==> src/rtl/demux_frame_assembler.sv <==
// Slot-addressed frame assembler: tagged words fill an N*M frame, handed off via valid/ready.
// Optional DEMUX_FRAME_AUTO_INC_EN adds wr_auto and an auto-incrementing slot pointer.
module demux_frame_assembler #(
    parameter int N = 12,
    parameter int M = 4,
    parameter int S = 4
) (
    input  logic           clk,
    input  logic           rst_n,
    input  logic           wr_valid,
    output logic           wr_ready,
    input  logic [M-1:0]   wr_data,
    input  logic [S-1:0]   wr_sel,
`ifdef DEMUX_FRAME_AUTO_INC_EN
    input  logic           wr_auto,
`endif
    output logic [N*M-1:0] y,
    output logic           y_valid,
    input  logic           y_ready,
    output logic [N-1:0]   fill_mask,
    output logic           err_range,
    output logic           err_overwrite,
    input  logic           err_clr
);

    typedef enum logic {FILL, FULL} state_e;

    state_e         state_q, state_d;
    logic [N*M-1:0] y_q, y_d;
    logic [N-1:0]   mask_q, mask_d;
    logic           err_range_q, err_range_d;
    logic           err_ovw_q, err_ovw_d;
    logic           accept, handoff, in_range, hit_filled;
    logic [S-1:0]   slot;

`ifdef DEMUX_FRAME_AUTO_INC_EN
    localparam int PW = (N > 1) ? $clog2(N) : 1;
    logic [PW-1:0] ptr_q, ptr_d, ptr_eff;
`endif

    assign y_valid  = (state_q == FULL);
    assign wr_ready = !y_valid || y_ready;
    assign accept   = wr_valid && wr_ready;
    assign handoff  = y_valid && y_ready;

    always_comb begin
`ifdef DEMUX_FRAME_AUTO_INC_EN
        // A handoff restarts the pointer, even for a write in the same cycle
        ptr_eff = handoff ? '0 : ptr_q;
        ptr_d   = ptr_eff;
        slot    = wr_sel;
        if (wr_auto) begin
            slot = S'(ptr_eff);
            if (accept)
                ptr_d = (ptr_eff == PW'(N - 1)) ? '0 : ptr_eff + PW'(1);
        end
`else
        slot = wr_sel;
`endif
        in_range   = ({1'b0, slot} < (S + 1)'(N));
        y_d        = handoff ? '0 : y_q;
        mask_d     = handoff ? '0 : mask_q;
        hit_filled = 1'b0;
        if (accept && in_range) begin
            for (int k = 0; k < N; k++) begin
                if (slot == S'(k)) begin
                    hit_filled        = mask_d[k];
                    y_d[k*M +: M]     = wr_data;
                    mask_d[k]         = 1'b1;
                end
            end
        end
        state_d     = (&mask_d) ? FULL : FILL;
        err_range_d = err_clr ? 1'b0 : (err_range_q || (accept && !in_range));
        err_ovw_d   = err_clr ? 1'b0 : (err_ovw_q || hit_filled);
    end

    always_ff @(posedge clk or negedge rst_n) begin
        if (!rst_n) begin
            state_q     <= FILL;
            y_q         <= '0;
            mask_q      <= '0;
            err_range_q <= 1'b0;
            err_ovw_q   <= 1'b0;
`ifdef DEMUX_FRAME_AUTO_INC_EN
            ptr_q       <= '0;
`endif
        end else begin
            state_q     <= state_d;
            y_q         <= y_d;
            mask_q      <= mask_d;
            err_range_q <= err_range_d;
            err_ovw_q   <= err_ovw_d;
`ifdef DEMUX_FRAME_AUTO_INC_EN
            ptr_q       <= ptr_d;
`endif
        end
    end

    assign y             = y_q;
    assign fill_mask     = mask_q;
    assign err_range     = err_range_q;
    assign err_overwrite = err_ovw_q;

endmodule

==> config.mk <==
export PLATFORM = sky130hd
export DESIGN_NAME = demux_frame_assembler
export DESIGN_NICKNAME = d
export VERILOG_FILES = /design/src/rtl/demux_frame_assembler.sv
export SDC_FILE = /design/constraint.sdc
export NUM_CORES = 1
export LEC_CHECK = 0
export BUFFER_PORTS_ARGS = -buffer_cell sky130_fd_sc_hd__buf_2
export CAP_MARGIN = 20
export CORE_ASPECT_RATIO = 0.7
export CORE_MARGIN = 5
export CORE_UTILIZATION = 41
export DETAILED_ROUTE_END_ITERATION = 12
export HOLD_SLACK_MARGIN = 0.12
export PLACE_DENSITY = 0.71
export SLEW_MARGIN = 5
export SYNTH_ARGS = -nofsm -noshare
export SYNTH_HDL_FRONTEND = slang
export SYNTH_SLANG_ARGS = --single-unit
==> constraint.sdc <==
create_clock -name clk -period 3.5 [get_ports clk]
set_input_delay 0.35 -clock clk [delete_from_list [all_inputs] [get_ports clk]]
set_output_delay 0.35 -clock clk [all_outputs]
set_load 0.02 [all_outputs]
### Yosys cells after proc, flatten, opt, wreduce, memory -nomap -nowiden

Index checks and enable logic that the tools add are counted.

| word-level totals | value |
|---|---|
| register bits after elaboration | 63 |
| output and inout port bits | 64 |

| cells by class | value |
|---|---|
| equality and inequality tests | 11 |
| magnitude comparators | 1 |
| mux-type cells | 44 |
| reductions and logical operators | 11 |

Operators by type and width:

| operator | count |
|---|---|
| two-way mux 48 bit | 2 |
| two-way mux 4 bit | 12 |
| two-way mux 1 bit | 28 |
| two-way mux 12 bit | 2 |
| equality test 4 x 3 -> 1 bit (second input constant) | 4 |
| equality test 4 bit (second input constant) | 4 |
| AND reduction 12 bit | 1 |
| equality test 4 x 2 -> 1 bit (second input constant) | 2 |
| equality test 4 x 1 -> 1 bit (second input constant) | 1 |
| logical AND 1 bit | 4 |
| zero test 4 bit | 1 |
| < comparator 4 bit (second input constant) | 1 |
| logical OR 1 bit | 3 |
| zero test 1 bit | 2 |

### Longest topological paths before layout

Gate-level depths: netlist of the first run.

| logic depth | value |
|---|---|
| depth in word-level cells | 17 |
| gate-level depth with buffers | 7 |
| depth with buffers taken out | 6 |

### Worst setup path before layout of the first run

OpenSTA, ideal clock, no wires.

| timing | value |
|---|---|
| path type | flip-flop to flip-flop |
| start point | reg state_q, in the netlist y_valid |
| end point | reg y_q[32], in the netlist y[32] |
| path slack | 1.836 ns |
| path buffers | 1 |
| arrival time | 1.538 ns |
| data required time | 3.374 ns |
| cell stages (with the launch flop) | 8 |
| period minus slack after synthesis | 1.664 ns |
| path through | dfrtp_1 -> nor2b_2 -> inv_2 -> nand3_2 -> or2_2 -> buf_2 -> nand3_1 -> o21ai_0 |

| between the ends | value |
|---|---|
| cells in the longest elaborated chain, start to end | 5 |

Ends and longest elaborated chain:

| element | line | source |
|---|---|---|
| start, declared | 28 | `state_e state_q, state_d;` |
| start signal, assigned | 89 | `state_q <= state_d;` |
| zero test 1 bit | 42 | `assign wr_ready = !y_valid \|\| y_ready;` |
| logical OR 1 bit | 42 |  |
| via wr_ready | 11 | `output logic wr_ready,` |
| logical AND 1 bit | 43 | `assign accept = wr_valid && wr_ready;` |
| logical AND 1 bit | 64 | `if (accept && in_range) begin` |
| two-way mux 48 bit | 64 |  |
| via y_d[32] | 29 | `logic [N*M-1:0] y_q, y_d;` |
| end signal, assigned | 90 | `y_q <= y_d;` |
| end, declared | 29 |  |

The timed path passes the listed nets, and every way through them passes these cells.

### Worst setup path after layout of the first run

| timing | value |
|---|---|
| start point | reg state_q, in the netlist y_valid |
| end point | reg y_q[1], in the netlist y[1] |

| between the ends | value |
|---|---|
| cells in the longest elaborated chain, start to end | 5 |

Ends and longest elaborated chain:

| element | line |
|---|---|
| zero test 1 bit | 42 |
| logical OR 1 bit | 42 |
| logical AND 1 bit | 43 |
| logical AND 1 bit | 64 |
| two-way mux 48 bit * | 64 |
| via y_d[1] | 29 |

The timed path passes the listed nets; every way through them passes the cells marked *.

==> results of run 1 <==
## cell usage in the layout, fill, tap and decap left out, types with 3 or more instances in the layout
cell type,n
nand2_1,92
buf_2,76
dfrtp_1,63
o21ai_0,48
clkbuf_8,11
a21o_1,10
nor2_1,10
nand3_1,7
mux2i_1,7
inv_1,5
a21oi_1,4
nand3b_1,3
## sequential cells by signal (all words and copies together), names as in the netlist
signal / count
fill_mask: 12
err_range: 1
y: 48
y_valid: 1
err_overwrite: 1
## cell type report
class / count / area (um^2)
clock buffer: 12 / 155.1
sequential: 63 / 1577
fill: 643 / 3206
inverter: 6 / 22.52
tap: 94 / 117.6
clock inverter: 4 / 53.80
multi-input combinational: 216 / 1137
timing repair buffer: 80 / 425.4
## worst paths after layout
kind / to / slack (ps) / depth (start not counted)
max: y[1]$_DFF_PN0_ / 1660 / 5
min: err_overwrite$_DFF_PN0_ / 180 / 2
max reg2reg: y[1]$_DFF_PN0_ / 1660 / 5
min reg2reg: y[35]$_DFF_PN0_ / 490 / 2
max in group asynchronous: y[15]$_DFF_PN0_ / 2240 / 4
min in group asynchronous: y[0]$_DFF_PN0_ / 470 / 2
## power breakdown
group | leakage (nW) | switching (mW) | internal, mW
Combinational | 0.805 | 0.691 | 0.376
Clock | 0.0988 | 0.288 | 0.369
Sequential | 0.779 | 0.205 | 1.00
## cell families (layout without fill, tap and decap cells)
| kind of cell | after synthesis | in the layout | share of synthesized area |
|---|---|---|---|
| AND/OR/NAND/NOR | 138 | 138 | 0.2320 |
| AO/OA/AOI/OAI | 70 | 70 | 0.1444 |
| flip-flops | 63 | 63 | 0.5633 |
| buffers and inverters | 20 | 102 | 0.03129 |
| multiplexers | 8 | 8 | 0.02906 |
## per-layer routing
layer	vias to the layer above	share of wire
met4	0	0.0056
met1	1102	0.48
li1	1161	-
met5	-	0
met3	4	0.083
met2	73	0.43
## through the flow
step | setup WS (ps) | instance area, um^2 | utilization | total power [mW]
floorplan | 1836 | 2799 | - | 1.855
global placement | 1728 | 3249 | 0.4854 | 2.266
detailed placement | 1664 | 3249 | 0.4854 | 2.297
CTS | 1684 | 3458 | 0.5166 | 2.960
global route | 1559 | 3488 | 0.5211 | 3.130
finish | 1664 | 3488 | 0.5211 | 2.931
## worst max-delay path, cell delays in order, from the launching register on
cell,delay (ps)
dfrtp_1,430
nor2b_2,210
inv_2,100
nand3b_1,240
nor2_1,500
o21ai_0,210
==> impl.org, run 1 <==
** STA
- Max Freq :: 544.7 MHz
- Clock Skews :: 8.601 ps
- Setup repair after global routing left no endpoint under its margin.
- Setup TNS :: 0 ps
- The final max-slew violation count was 0.
- Shortest period the worst path allows :: 1836 ps
- Setup violations remaining at the end of the flow were counted as 0.
- Final clock period utilization by the worst path :: 0.5245
- Transition time at the pin with the least slew margin :: 738.0 ps
- Tightest slew margin relative to the limit :: 0.5063
- Number of failing hold endpoints at the final stage :: 0
- The tightest hold path in the finished design has a slack of 176.0 ps.

** CTS
- Counting every sink on the clock net gives 63.
- Clock-pin slew was measured on the worst setup and hold paths at 70 ps.
- Clock tree from TritonCTS :: yes
- Clock Path Buffers :: 2
- Post-CTS repair changed the size of 0 cells.
- Post-CTS timing repair inserted 0 buffers for setup.
- Root cell of the clock tree :: clkbuf_8
- In this run, post-CTS hold repair placed 0 buffers.
- Buffers inserted during clock tree synthesis total 9.
- Clock network latency to the later pin of the worst-skew pair :: 350 ps
- The H-tree generated during clock tree synthesis spans 3 levels.

** Synth
- The most used flip-flop cell after synthesis is dfrtp_1.
- After synthesis, the cell types taking the most area are dfrtp_1, nand2_1, o21ai_0, a21o_1, mux2i_1.
- Total number of yosys warnings :: 0
- Of all flip-flops after synthesis, the portion carrying an async set or reset was 1.000.
- By count the netlist is led by nand2_1, dfrtp_1, o21ai_0.
- The synthesized netlist occupies a cell area of 2799 um^2.
- Number of enable flip-flop cells after synthesis :: 0
- Summed over all instances, the cell type with the most area after synthesis is dfrtp_1.
- Number of cells produced by synthesis :: between 200 and 300
- In this run, distinct cell masters in the synthesized netlist total 43.
- Most frequently used cell type in the post-synthesis netlist :: nand2_1
- Seq cells post-synth :: 63
- For this run, the register share of the synthesized area comes to 0.5633.
- Nets in the synthesized netlist :: 312
- Share of the synthesized area in the top cell type :: 0.5633
- Averaged over all synthesized cells, the footprint is ~9.4 um^2.

** Power and ir drop
- In this run the power density over the cells is 840.1 nW/um^2.
- Across the VDD grid, the largest voltage drop is 0.3347 mV.
- Summed over all cells, the static leakage comes to roughly 1.7 nW.

** Worst setup path
- Launching point of the worst reg2reg path :: y_valid$_DFF_PN0_
- At the worst endpoint, the arrival time is 2030 ps.
- Worst Setup End Kind :: register
- The setup path with the least slack is of type register to register.
- In this run the worst setup path begins at y_valid$_DFF_PN0_.
- Data required time of the worst path :: around 3700 ps
- Kind of start point of the critical path :: register
- Largest fanout of any net on the critical path :: 9

** Final layout
- Final nets :: 389
- The count of cells in the finished layout, fillers not included, comes to ~480.
- The number of antenna diodes in the final layout is 0.
- Relative to the synthesized area, the layout overhead comes to 24.63%.
- Of the cells placed in the final design, the portion with a size suffix greater than 1 is 0.2835.

** Placement
- Including well taps, the total number of placed cells is 457.
- Final RePlAce weighted congestion :: 0.7811
- Once detailed placement completed, the half-perimeter wirelength came to 5224 um.
- Buffers placed on the I/O ports in this run total 76.

** Global routing
- Largest net degree at the start of global routing :: 50
- In the global route stage, overall resource usage came out at 0.1863.
- Fraction of met3 tracks used by global routing :: 0.07067
- The first global-routing pass estimated approximately 12000 um of wire.
- Global routing met2 resource utilization :: 0.2781
- GR peak layer :: met2
- The initial antenna violation count was 0.
- Summed over all layers, the global routing overflow is 0.
- M1 GR Usage :: 0.2593
- The number of global-route vias before repair came to 2313.

** Die
- Height of the chip :: 79.13 um
- Pin placement for this block handled 77 I/O pins.
- In this run the core area contains 25 standard-cell rows.
- The floorplan step defined a die boundary enclosing 8606 um^2.
- Core area :: around 6700 um^2
- For this configuration, the core starts out at a cell density of 0.4181.
- Die W :: roughly 110 um

** Detailed routing
- Final wirelength :: 7485 um
- After detailed routing, the average wire length per cell comes to 15.76 um.
- Number of remaining DRC errors :: 0
- Via/cell ratio :: 4.926
- Detailed Routing Iterations Pass 1 :: 4
- The first routing iteration left 238 violations.
- The final route contains 2340 vias.
- Remaining number of nets flagged by the antenna check after routing :: 0

** Run status
- The run finished with clean final reports.

** Run
- Across the run, the number of max-cap violations was 0.

** Worst hold path
- The worst hold path begins at err_clr.
- Worst min path class :: input port to register
Note: power is estimated with default switching activity, not from simulation.
==> run 2, diff against run 1 <==
--- a/config.mk
+++ b/config.mk
@@ -5,6 +5,7 @@
 export SDC_FILE = /design/constraint.sdc
 export NUM_CORES = 1
 export LEC_CHECK = 0
+export ABC_AREA = 1
 export BUFFER_PORTS_ARGS = -buffer_cell sky130_fd_sc_hd__buf_2
 export CAP_MARGIN = 20
 export CORE_ASPECT_RATIO = 0.7
@@ -12,7 +13,7 @@
 export CORE_UTILIZATION = 41
 export DETAILED_ROUTE_END_ITERATION = 12
 export HOLD_SLACK_MARGIN = 0.12
-export PLACE_DENSITY = 0.71
+export PLACE_DENSITY = 0.72
 export SLEW_MARGIN = 5
 export SYNTH_ARGS = -nofsm -noshare
 export SYNTH_HDL_FRONTEND = slang
==> constraint.sdc (replaced) <==
create_clock -name clk -period 1.9 [get_ports clk]
set_input_delay 0.19 -clock clk [delete_from_list [all_inputs] [get_ports clk]]
set_output_delay 0.19 -clock clk [all_outputs]
set_load 0.02 [all_outputs]
==> run 2 against run 1 <==
Synthesized area decreased by 6.5%. Maximum frequency increased by 21%. Register-to-register slack lost 1300 ps. Via count is 2.0% lower. Sequential share of layout area rose by 2.5 points.
==> impl.org, run 2 <==
** Run status
- Outcome :: completed (unchanged)

** Placement
- The half-perimeter wire length after placement came to 5205 um (was 5224 um).
- Number of port buffers :: 76 (unchanged)
- Total cell area at the placement stage :: 3087 um^2 (was 3249 um^2)
- The last weighted congestion value of the routability-driven placer is 0.8842 (was 0.7811).

** Detailed routing
- The number of routed nets with antenna violations was 0 (unchanged).
- Via/cell ratio :: 5.247 (was 4.926)
- Number of DRC markers after the initial detailed-route iteration :: 141 (was 238)
- The total routed wirelength came to 7026 um (was 7485 um).
- Detail-routed net length per standard cell :: 16.08 um (was 15.76 um)
- Total vias in the final route :: 2293 (was 2340)
- The first-pass iteration count of the detailed router came to 7 (was 4).
- Number of remaining DRC errors :: 0 (unchanged)

** Final layout
- Diodes inserted :: 0 (unchanged)
- Most frequent standard cell in the layout excluding fill and tap cells :: buf_2 (was nand2_1)
- Most frequent cells in the layout: buf_2, dfrtp_1, nand3_1, o21ai_0, nand2_1 (was nand2_1, buf_2, dfrtp_1, o21ai_0, clkbuf_8).
- Fraction of final layout cells with drive strength greater than 1 :: 0.3343 (was 0.2835)
- The final core utilization came to 0.5316 (was 0.5211).
- Post-route cell area :: 3304 um^2 (was 3488 um^2)
- The final net count was 368 (was 389).
- The flip-flop count of the largest register, all copies and words added came to 48 (unchanged).
- P&R area growth vs syn :: 26.24% (was 24.63%)

** Die
- The boundary pin count was 77 (unchanged).
- Height of the chip :: 76.85 um (was 79.13 um)
- The initial core utilization came to 0.4211 (was 0.4181).
- Die W :: 105.5 um (was 108.8 um)
- The number of placement rows was 24 (was 25).
- The core footprint is 6216 um^2 (was 6694 um^2).
- Total Die Area :: 8108 um^2 (was 8606 um^2)

** Worst hold path
- The path category of the worst min-delay check was input port to register (unchanged).

** Synth
- The combined area of all synthesized cells is 2618 um^2 (was 2799 um^2).
- Leading post-synthesis cells by instance count :: dfrtp_1, nand3_1, o21ai_0 (was nand2_1, dfrtp_1, o21ai_0)
- The post-synthesis average cell area is 9.588 um^2 (was 9.361 um^2).
- Nets in the synthesized netlist :: 286 (was 312)
- Leading cell types by total area after synthesis: dfrtp_1, nand3_1, o21ai_0, nand2_1, nand2_2 (was dfrtp_1, nand2_1, o21ai_0, a21o_1, mux2i_1).
- The proportion of synthesized flip-flops having asynchronous set or reset came to 1.000 (unchanged).
- Most frequently used cell type in the post-synthesis netlist :: dfrtp_1 (was nand2_1)
- The proportion of synthesized chip area in sequential cells is 0.6023 (was 0.5633).
- Share of the synthesized area in the top cell type :: 0.6023 (was 0.5633)
- Seq cells post-synth :: 63 (unchanged)
- The cell type contributing the most total cell area after synthesis is dfrtp_1 (unchanged).
- Total number of yosys warnings :: 0 (unchanged)
- The flip-flop cell with the highest count after synthesis was dfrtp_1 (unchanged).
- The number of distinct library cells after synthesis came to 26 (was 43).
- Number of cells produced by synthesis :: 273 (was 299)
- The number of enable-type register cells in the synthesized netlist is 0 (unchanged).

** Power and ir drop
- The total leakage power is 1.693 nW (was 1.683 nW).
- Worst IR Drop VDD :: 0.8822 mV (was 0.3347 mV)
- The power density of the placed cells was 1726 nW/um^2 (was 840.1 nW/um^2).

** STA
- Setup TNS :: 0 ps (unchanged)
- The relative slew slack came to 0.7285 (was 0.5063).
- Clock Skews :: 5.701 ps (was 8.601 ps)
- RSZ-0062 raised after global routing: no (unchanged).
- The count of final setup violators came to 0 (unchanged).
- Final Slew Violations :: 0 (unchanged)
- Transition time at the pin with the least slew margin :: 406.9 ps (was 738.0 ps)
- Final clock period utilization by the worst path :: 0.8002 (was 0.5245)
- The highest clock frequency the design can meet is 657.7 MHz (was 544.7 MHz).
- The number of failing hold endpoints at the final stage is 0 (unchanged).
- Shortest period the worst path allows :: 1520 ps (was 1836 ps)

** CTS
- Number of clock sinks seen by CTS :: 63 (unchanged)
- Number of H-tree levels :: 3 (unchanged)
- The TritonCTS clock tree was yes (unchanged).
- The clock-pin slew reported for the worst setup and hold paths after clock tree synthesis came to 60 ps (was 70 ps).
- The root buffer selected by CTS was clkbuf_8 (unchanged).
- The count of cells resized by post-cts repair came to 0 (unchanged).
- TritonCTS buffer count :: 9 (unchanged)
- The maximum count of clock buffers along a single path is 2 (unchanged).
- Clock network latency to the later pin of the worst-skew pair :: 330 ps (was 350 ps)

** Global routing
- The global-route wire length before repair came to 11920 um (was 12230 um).
- Global-route congestion overflow total :: 0 (unchanged)
- GRT Resource Usage Total :: 0.1869 (was 0.1863)
- The largest net degree at the start of global routing is 64 (was 50).
- The number of global-route vias before repair was 2256 (was 2313).
- The initial antenna violation count is 0 (unchanged).

** Worst setup path
- The startpoint type of the worst setup path was a register (unchanged).
- Data required time of the worst path :: 2150 ps (was 3690 ps)
- Crit path kind :: register to register (unchanged)
- The critical path endpoint category is a register (unchanged).
- The largest fanout on the critical path came to 10 (was 9).
- Arrival time of the worst setup path :: 1770 ps (was 2030 ps)

** Run
- The number of maximum-capacitance violations was 0 (unchanged).
## run 2: final timing paths
kind | start | to | slack, ps | cells past startpoint
worst min register to register | y[46]$_DFF_PN0_ | y[46]$_DFF_PN0_ | 510 | 2
worst max register to register | y_valid$_DFF_PN0_ | y_valid$_DFF_PN0_ | 380 | 7
min in group asynchronous | rst_n | fill_mask[0]$_DFF_PN0_ | 400 | 3
max in group asynchronous | rst_n | y[22]$_DFF_PN0_ | 1230 | 3
worst min-delay path | wr_sel[3] | err_range$_DFF_PN0_ | 160 | 3
worst max-delay path | y_valid$_DFF_PN0_ | y_valid$_DFF_PN0_ | 380 | 7
## run 2: power by group
part           internal [mW]  switching, mW  leakage, nW
Clock                  0.668          0.477       0.0985
Sequential              1.92          0.359        0.779
Combinational          0.761           1.52        0.816
Total                   3.35           2.35         1.69
## run 2: worst max-delay path, stage by stage (launching register included)
cell	delay [ps]
dfrtp_1	410
nand2_2	120
nand2_4	80
inv_4	140
nand2_1	190
nand2_1	140
nand4_1	160
nor3_2	200
## run 2: what timing repair did
item                                   4_1_cts  5_1_grt
setup buffers                                0        0
setup endpoints to repair                    0        0
endpoints found under the hold margin       65        0
hold buffers                                 2        0
## run 2: cell families (layout without fill, tap and decap cells)
family          after synthesis  after routing  share of synthesized area
flops                        63             63                     0.6023
simple gates                124            124                     0.2409
buf+inv                      32            118                    0.05067
compound gates               54             54                     0.1061
## run 2: metal layers
metal,part of all wire,vias to the layer above,wire length [um],global-route usage
met5,0,-,0,0
met3,0.087,6,613,0.07383
met1,0.49,1099,3429,0.2791
li1,-,1093,-,-
met2,0.42,95,2951,0.2494
met4,0.0044,0,31,0.05045
## run 2: stage by stage
step | setup slack [ps] | instances | total power, mW | hold slack (ps)
after floorplan | 461.6 | 273 | 3.655 | -105.6
after global placement | 393.3 | 420 | 4.543 | 223.7
after detailed placement | 402.8 | 420 | 4.582 | 227.5
after CTS | 383.5 | 437 | 5.751 | 139.6
after global routing | 162.6 | 437 | 6.070 | 163.1
final | 379.6 | 437 | 5.703 | 155.4
## run 2: area by class of cell
type,instances,area (um^2)
multi-input cells,178,908.4
flip-flops and latches,63,1577
well taps,78,97.59
repair buffers,82,442.9
fillers,570,2912
clock inverters,3,42.54
inverters,21,81.33
clock buffers,12,155.1
==> run 3, diff against run 2 <==
--- a/config.mk
+++ b/config.mk
@@ -5,7 +5,7 @@
 export SDC_FILE = /design/constraint.sdc
 export NUM_CORES = 1
 export LEC_CHECK = 0
-export ABC_AREA = 1
+export ABC_AREA = 0
 export BUFFER_PORTS_ARGS = -buffer_cell sky130_fd_sc_hd__buf_2
 export CAP_MARGIN = 20
 export CORE_ASPECT_RATIO = 0.7
@@ -13,7 +13,7 @@
 export CORE_UTILIZATION = 41
 export DETAILED_ROUTE_END_ITERATION = 12
 export HOLD_SLACK_MARGIN = 0.12
-export PLACE_DENSITY = 0.72
+export PLACE_DENSITY = 0.74
 export SLEW_MARGIN = 5
 export SYNTH_ARGS = -nofsm -noshare
 export SYNTH_HDL_FRONTEND = slang
==> constraint.sdc (replaced) <==
create_clock -name clk -period 1.35 [get_ports clk]
set_input_delay 0.135 -clock clk [delete_from_list [all_inputs] [get_ports clk]]
set_output_delay 0.135 -clock clk [all_outputs]
set_load 0.02 [all_outputs]
==> run 3 against run 2 <==
The flow now finishes with violations (setup timing). First-iteration DRC count increased by 9.9%. Sequential share of layout area fell by 7.3 points. Clock power up 35%. Clock skew rose by 1.9 ps. Count of clock-buffer cells in the layout is the same. Die area increased by 6.1%. Sequential power rose by 34%. Utilization is 5.5 points higher. Register-to-register slack got worse by 600 ps. Flip-flop and latch count did not move. Global-route usage rose by 0.68 points. Combinational power grew 42%. Critical path type unchanged. Largest power group is now combinational logic. Highest routed layer unchanged.
==> impl.org, run 3 (synthesis gave the netlist of run 1 again) <==
** STA
- Final Slew Violations :: 0 (unchanged)
- The worst hold slack across all endpoints was 170.5 ps (was 155.4 ps).
- Clock Skews :: 7.637 ps (was 5.701 ps)
- Setup TNS :: -3466 ps (was 0 ps)
- Max Freq :: 636.9 MHz (was 657.7 MHz)
- The minimum clock period is 1570 ps (was 1520 ps).
- Final setup violation count :: 34 (was 0)
- The number of failing hold endpoints at the final stage was 0 (unchanged).
- RSZ-0062 raised after global routing: yes (was no).
- The share of the clock period used by the worst path was 1.163 (was 0.8002).
- The final worst setup slack is -220.2 ps (was 379.6 ps).
- The relative slew slack came to 0.6768 (was 0.7285).
- Transition time at the pin with the least slew margin :: 484.8 ps (was 406.9 ps)

** Global routing
- The total overflow reported by the global router was 0 (unchanged).
- The global-route wire length before repair is 12850 um (was 11920 um).
- The largest net degree at the start of global routing is 39 (was 64).
- Vias in the first global route :: 2548 (was 2256)
- Number of antenna violations at the first check in global routing :: 0 (unchanged)
- The all-layer global routing usage came to 0.1937 (was 0.1869).

** Worst setup path
- The category of the critical setup timing path was register to register (unchanged).
- Largest fanout of any net on the critical path :: 4 (was 10)
- The startpoint type of the worst setup path is a register (unchanged).
- The critical path endpoint category is a register (unchanged).
- The data required time of the critical path came to 1580 ps (was 2150 ps).
- The arrival time of data at the critical path endpoint came to 1800 ps (was 1770 ps).

** Power and ir drop
- The sum of internal, switching and leakage power was 7.840 mW (was 5.703 mW).
- Internal Dissipation :: 4.688 mW (was 3.350 mW)
- P_leak :: 1.901 nW (was 1.693 nW)
- The share of power burned in combinational logic came to 0.412 (was 0.399).
- Worst IR Drop VDD :: 0.8225 mV (was 0.8822 mV)
- Portion of total power attributed to the clock network :: 0.197 (was 0.201)
- The switching power came to 3.152 mW (was 2.353 mW).
- Fraction of power consumed by sequential logic :: 0.390 (was 0.400)
- Pwr/cell area :: 1997 nW/um^2 (was 1726 nW/um^2)
- The net switching fraction of the power came to 0.4020 (was 0.4125).

** Detailed routing
- Via/cell ratio :: 5.033 (was 5.247)
- The total DRC errors in the routed layout came to 0 (unchanged).
- The total routed wirelength came to 8045 um (was 7026 um).
- Remaining number of nets flagged by the antenna check after routing :: 0 (unchanged)
- The initial DRC count came to 155 (was 141).
- Detail-routed net length per standard cell :: 15.56 um (was 16.08 um)
- The via count of the routed design was 2602 (was 2293).
- Detailed Routing Iterations Pass 1 :: 4 (was 7)

** Final layout
- The combined area of the multi-input logic cells is 1251 um^2 (was 908.4 um^2).
- The area added between synthesis and finish was 40.23% (was 26.24%).
- The most common cell after layout, fill and taps aside is nand2_1 (was buf_2).
- The flip-flop count of the largest register, all copies and words added is 48 (unchanged).
- Diodes inserted :: 0 (unchanged)
- The number of fillers in the final layout is 606 (was 570).
- Fraction of final layout cells with drive strength greater than 1 :: 0.4043 (was 0.3343)
- Count of non-filler cells in the finished layout :: 517 (was 437)
- Most frequent cells in the layout :: nand2_1, buf_2, dfrtp_1, o21ai_0, buf_4 (was buf_2, dfrtp_1, nand3_1, o21ai_0, nand2_1)
- The final net count was 431 (was 368).
- The sequential standard cell area is 1585 um^2 (was 1577 um^2).

** Die
- The die area is 8606 um^2 (was 8108 um^2).
- Starting Density :: 0.4181 (was 0.4211)
- Height of the chip :: 79.13 um (was 76.85 um)
- Number of top-level pins :: 77 (unchanged)
- Die W :: 108.8 um (was 105.5 um)
- The number of placement rows is 25 (was 24).
- The core footprint was 6694 um^2 (was 6216 um^2).

** CTS
- Clock Path Buffers :: 2 (unchanged)
- The H-tree depth came to 3 (unchanged).
- The TritonCTS clock tree is yes (unchanged).
- The clock sink count came to 63 (unchanged).
- The number of CTS-inserted buffers came to 9 (unchanged).
- The worst-skew pair later-pin latency was 340 ps (was 330 ps).
- Clock transition at path regs :: 70 ps (was 60 ps)
- The root buffer selected by CTS is clkbuf_8 (unchanged).

** Run
- The number of maximum-capacitance violations was 0 (unchanged).

** Placement
- Dpl cells :: 494 (was 420)
- The half-perimeter wire length after placement is 5642 um (was 5205 um).
- Number of port buffers :: 76 (unchanged)
- The last weighted congestion value of the routability-driven placer is 0.8633 (was 0.8842).

** Worst hold path
- Worst min path class :: input port to register (unchanged)

** Run status
- The checks that failed: setup timing.
- Outcome: finished with violations (was completed).
## run 3: cell count changes in the layout (fill, tap and decap cells not counted), sizes merged, moves of 5 or more
cell / change
inv: -14
buf: +38
nor2: -5
nand2: +56
mux2i: +7
a21o: +10
nand3: -48
## run 3: routing by layer
metal | wire length, um | global-route usage | vias to the layer above
met5 | 0 | 0 | -
met4 | 104 | 0.07440 | 0
met3 | 634 | 0.06661 | 12
met2 | 3549 | 0.2935 | 89
met1 | 3756 | 0.2557 | 1251
li1 | - | - | 1250
## run 3: worst max-delay path: stages (launching register included)
cell and delay [ps]:
dfrtp_2 420, nor2b_4 140, inv_4 70, nand3b_1 200, nor3b_2 250, a21oi_2 70
nor4_2 300
## run 3: path summary, 6_finish.rpt
path	startpoint	endpoint	slack [ps]	depth (start not counted)
worst max-delay path	y_valid$_DFF_PN0_	y_valid$_DFF_PN0_	-220	6
worst min-delay path	wr_data[3]	y[3]$_DFF_PN0_	170	3
worst max register to register	y_valid$_DFF_PN0_	y_valid$_DFF_PN0_	-220	6
worst min register to register	err_range$_DFF_PN0_	err_range$_DFF_PN0_	500	2
max in group asynchronous	rst_n	fill_mask[4]$_DFF_PN0_	590	3
min in group asynchronous	rst_n	y[17]$_DFF_PN0_	340	3
## run 3: power groups by stage
stage / clock, mW / sequential (mW) / combinational (mW)
finish: 1.55 / 3.06 / 3.23
global route: 1.69 / 3.15 / 3.51
CTS: 1.60 / 3.05 / 3.19
detailed placement: 0 / 3.06 / 3.17
global placement: 0 / 3.06 / 3.09
floorplan: 0 / 3.98 / 0.877
## run 3: layout make-up
| cell class | count | area share |
|---|---|---|
| inverter | 6 | 0.006376 |
| clock inverter | 4 | 0.01211 |
| sequential | 63 | 0.4039 |
| multi-input combinational | 217 | 0.3188 |
| timing repair buffer | 121 | 0.1945 |
| clock buffer | 12 | 0.03443 |
| tap | 94 | 0.02997 |
## run 3: through the flow
stage                     area, um^2  worst slack, ps  utilization
after CTS                       3839           -156.2       0.5735
after global placement          3576           -51.39       0.5342
after floorplan                 2854           -125.1            -
final                           3925           -220.2       0.5864
after global routing            3925           -253.2       0.5864
after detailed placement        3576           -173.5       0.5342
## run 3: what timing repair did
action                                  CTS  global route
endpoints found under the setup margin   27            49
hold endpoints to repair                 65             0
cloned                                    2             1
setup buffers                             0             1
gates resized for setup                  13            33
pin swaps                                 0             1
hold buffers                              3             0
